`src/rtl/mul_initiator.sv`:
```
// mul_initiator: takes an operand pair, starts a multiplier core, waits for it
// with a bounded timer, and holds the product (or a timeout error) until
// downstream accepts it. op_count counts delivered results.
module mul_initiator #(
  parameter int W       = 2,
  parameter int TIMEOUT = 255
) (
  input  logic           clk,
  input  logic           rst,
  input  logic           in_valid,
  output logic           in_ready,
  input  logic [W-1:0]   in_a,
  input  logic [W-1:0]   in_b,
  output logic           mul_start,
  output logic [W-1:0]   mul_a,
  output logic [W-1:0]   mul_b,
  input  logic [2*W-1:0] mul_result,
  input  logic           mul_done,
  output logic           out_valid,
  input  logic           out_ready,
  output logic [2*W-1:0] out_result,
  output logic           out_err,
  output logic [15:0]    op_count
);

  typedef enum logic [1:0] {IDLE, ISSUE, WAIT, HOLD} state_e;

  // The WAIT phase lasts at most TIMEOUT cycles: the last one is the cycle
  // in which the timer holds TIMEOUT-1.
  localparam logic [8:0] TMO_LAST = 9'(TIMEOUT - 1);

  state_e          state_q;
  logic [W-1:0]    a_q, b_q;
  logic [2*W-1:0]  res_q;
  logic            err_q;
  logic [8:0]      timer_q;
  logic [15:0]     cnt_q;

  // Handshake and strobe outputs are plain decodes of the registered state.
  assign in_ready   = (state_q == IDLE);
  assign mul_start  = (state_q == ISSUE);
  assign out_valid  = (state_q == HOLD);
  assign mul_a      = a_q;
  assign mul_b      = b_q;
  assign out_result = res_q;
  assign out_err    = err_q;
  assign op_count   = cnt_q;

  // Control FSM and all datapath registers; mul_done is only looked at in WAIT,
  // so a late completion from an abandoned operation cannot leak through.
  always_ff @(posedge clk or negedge rst) begin
    if (!rst) begin
      state_q <= IDLE;
      a_q     <= '0;
      b_q     <= '0;
      res_q   <= '0;
      err_q   <= 1'b0;
      timer_q <= '0;
      cnt_q   <= '0;
    end else begin
      case (state_q)
        IDLE: begin
          if (in_valid) begin
            a_q     <= in_a;
            b_q     <= in_b;
            state_q <= ISSUE;
          end
        end
        ISSUE: begin
          timer_q <= '0;
          state_q <= WAIT;
        end
        WAIT: begin
          if (mul_done) begin
            // completion wins even in the final timeout cycle
            res_q   <= mul_result;
            err_q   <= 1'b0;
            state_q <= HOLD;
          end else if (timer_q == TMO_LAST) begin
            res_q   <= '0;
            err_q   <= 1'b1;
            state_q <= HOLD;
          end else begin
            timer_q <= timer_q + 9'd1;
          end
        end
        HOLD: begin
          if (out_ready) begin
            cnt_q   <= cnt_q + 16'd1;
            state_q <= IDLE;
          end
        end
        default: state_q <= IDLE;
      endcase
    end
  end

endmodule
```
`config.mk`:
```
export PLATFORM = sky130hd
export DESIGN_NAME = mul_initiator
export DESIGN_NICKNAME = d
export VERILOG_FILES = /design/src/rtl/mul_initiator.sv
export SDC_FILE = /design/constraint.sdc
export NUM_CORES = 1
export LEC_CHECK = 0
export CAP_MARGIN = 20
export CORE_AREA = 2 2 70 56
export DETAILED_ROUTE_END_ITERATION = 10
export DIE_AREA = 0 0 72 58
export GPL_TIMING_DRIVEN = 0
export HOLD_SLACK_MARGIN = 0.12
export PLACE_DENSITY = 0.89
export SYNTH_ARGS = -nofsm -noshare
export SYNTH_HDL_FRONTEND = slang
export SYNTH_SLANG_ARGS = --single-unit
```
`constraint.sdc`:
```
create_clock -name clk -period 2.5 [get_ports clk]
set_clock_uncertainty 0.1 [all_clocks]
set_input_delay 0.5 -clock clk [delete_from_list [all_inputs] [get_ports clk]]
set_output_delay 0.5 -clock clk [all_outputs]
set_load 0.01 [all_outputs]
```
==> summary.txt <==
Status
  – Status: finished clean

Cells and area
  – Ratio of cells with drive above 1 in the final layout: 14.0%
  – Design area: 2330 sq um
  – Layout area overhead: 30.9%
  – Ant diodes: 0
  – Nets: roughly 220

Synth
  – FFs w/ async S/R, synth: 100%
  – Yosys warns: 0
  – Synthesis-stage register bit count: 36
  – Area share of fa/ha/maj cells after synthesis: 4.92%
  – Simple-Gate Fraction of Synth Area: approximately 17%
  – Synth area leaders: dfrtp_1, ha_1, xnor2_1
  – Post-synth top area cell: dfrtp_1
  – Post-synthesis xor/xnor area fraction: 7.38%
  – Mean Syn Cell Area: 11.6 sq um
  – Mapped Cells: 153
  – Post-Syn Nets: 173
  – Top FF cell, synth: dfrtp_1
  – Distinct cells, synth: 44
  – Yosys top cell area share: 50.6%
  – Largest family of logic cells by synthesized area: simple AND/OR/NAND/NOR gates
  – Compound-Gate Fraction of Synth Area: 12.6%
  – Mux share of post-synthesis cell area: 4.57%
  – Top cells by count, synth: dfrtp_1, nand3_1, inv_1, xnor2_1
  – Synth Cell Area: 1780 sq um
  – Sequential share of the synthesized area: 50.6%
  – Post-synth EDFFs: 0
  – Leading cell type by number of instances after synthesis: dfrtp_1

Drt
  – ANT nets after route: 0
  – Avg WL per Cell: 15.8 um
  – Initial DRT Pass Iterations: 4
  – DRC: 0
  – Routed wire length: 3810 um
  – Vias per inst: 5.65
  – Number of DRC markers in iteration 0: 89
  – Via count: around 1400

Setup path
  – CP endpoint kind: primary output
  – Kind of critical path: flop to primary output
  – Maximum fanout along the worst path: 4
  – Crit path arrival time: 1.62 ns
  – Setup crit start kind: flop
  – CP required: 1.90 ns

Clock network
  – CTS H-Tree Depth: 2
  – Cts hold-fix bufs: 0
  – Clk pin slew, worst setup/hold paths: roughly 0.08 ns
  – Root buf cell: clkbuf_8
  – CTS tree: yes
  – CTS buffer count: 5
  – Clock latency on the worst-skew pair: 0.29 ns
  – # Post-CTS Setup Buffers: 0
  – Post_cts resized: 0
  – CTS Buffer Depth: 2
  – Num Clock Sinks: 36

Pwr
  – Pwr/cell area: 960 nW/um^2
  – Seq pwr share: between 30% and 40%
  – Worst vdd ir: 643 uV
  – Sw frac: 33.6%
  – Power Internal: about 1.5 mW
  – Leakage: around 1.1 nW
  – Tot Pwr: ~2.2 mW
  – Clock power share: between 20% and 30%
  – Net Sw Power: approximately 750 uW
  – Comb pwr share: 40.6%

Die
  – # IOs: 41
  – Chip height: 58 um
  – Num rows: 19
  – Starting Density: 50.9%
  – Die area: roughly 4200 sq um
  – Die X-Extent: 72 um
  – Core area: 3490 sq um

STA
  – Setup TNS: 0 ns
  – Fmax: around 450 MHz
  – Hold Violations, Final: 0
  – Tcrit/Tclk final: 88.8%
  – RSZ-0062 raised after global routing: no
  – Slew HR: 46.9%
  – Worst-Margin Slew: 0.796 ns
  – Final Max Tran Viols: 0
  – Minimum clock period: 2.22 ns
  – Final setup vio count: 0
  – Hold_ws: 0.194 ns

Placement
  – Post-DP Area: 2220 sq um
  – Dpl hpwl: about 2700 um
  – IO buf count: 39
  – RD Place Congestion: 0.835

GRT
  – Vias in the first global route: 1335
  – Overall Global Routing Usage: 19.7%
  – Initial antenna violation count: 0
  – First-pass GRT wire length: 6280 um
  – Total gr overflow: 0
  – Largest net degree at the start of global routing: 37

Run
  – Max-Cap Viols: 0

Min path
  – Hold Path Class: input pin to asynchronous set/reset pin
[cell families (layout without fill, tap and decap cells)]
family	Yosys count	after routing
flip-flops	36	36
adder cells (fa/ha/maj)	7	7
buffers and inverters	14	61
AND/OR/NAND/NOR	45	45
XOR/XNOR	15	15
AO/OA/AOI/OAI	29	29
multiplexers	7	7
[worst max-delay path: stages, from the launching register on]
cell and delay, ns:
dfrtp_1 0.43, inv_1 0.10, ha_1 0.23, clkdlybuf4s50_1 0.58
[cell usage in the layout (no fill, tap or decap), types with 2 or more instances in the layout]
master	count
buf_2	4
dfrtp_1	36
xnor2_1	10
nand4_1	2
clkdlybuf4s50_1	38
clkbuf_8	5
a21oi_1	6
a31oi_1	3
and3_1	3
mux2_2	5
ha_1	7
a32o_1	4
nand2_1	5
o22ai_1	2
nand3_1	12
inv_1	10
nor2_1	7
nand3b_1	3
xor2_1	5
o21ai_0	4
[metal layers]
| layer | vias up | part of all wire, % | global-route usage, % |
|---|---|---|---|
| met5 | - | 0 | 0 |
| met4 | 0 | 1.1 | 7.28 |
| met3 | 5 | 6.9 | 6.09 |
| met2 | 49 | 48 | 29.8 |
| met1 | 668 | 44 | 27.1 |
| li1 | 646 | - | - |
[power groups by stage]
stage | Clock [mW] | Combinational (mW) | Sequential [mW]
2_1_floorplan | 0 | 0.477 | 0.857
3_3_place_gp | 0 | 0.890 | 0.819
3_5_place_dp | 0 | 0.908 | 0.831
4_1_cts | 0.516 | 0.918 | 0.822
5_1_grt | 0.544 | 0.983 | 0.840
6_report | 0.509 | 0.907 | 0.820
[state kept, by name, indices dropped and copies added, names as in the netlist]
register / cells
mul_b: 2
state_q: 2
out_err: 1
op_count: 16
out_result: 4
mul_a: 2
timer_q: 9
[through the flow]
step / std cells / worst slack (ns) / util (%)
4_1_cts: 242 / 0.257 / 66.7
6_report: 242 / 0.281 / 66.7
3_5_place_dp: 234 / 0.380 / 63.5
3_3_place_gp: 234 / 0.0312 / 63.6
2_1_floorplan: 153 / 0.830 / -
5_1_grt: 242 / 0.199 / 66.7
[final cells by class]
class / instances / area, sq um
buffer: 4 / 18.8
clock buffer: 5 / 68.8
clock inverter: 3 / 42.5
fill: 272 / 1160
inverter: 10 / 37.5
multi-input combinational: 103 / 823
sequential: 36 / 901
tap: 42 / 52.6
timing repair buffer: 39 / 385
[path summary, 6_finish.rpt]
check	startpoint	endpoint	slack [ns]	depth (start not counted)
hold reg to reg	op_count[15]	op_count[15]	0.38	1
setup / recovery	state_q[1]	in_ready	0.28	3
max in group asynchronous	rst	op_count[1]	1.60	1
min in group clk	op_count[15]	op_count[15]	0.38	1
setup reg to reg	timer_q[0]	state_q[1]	0.66	6
hold / removal	rst	mul_b[0]	0.19	1
Power figures use the tool's default switching activity.
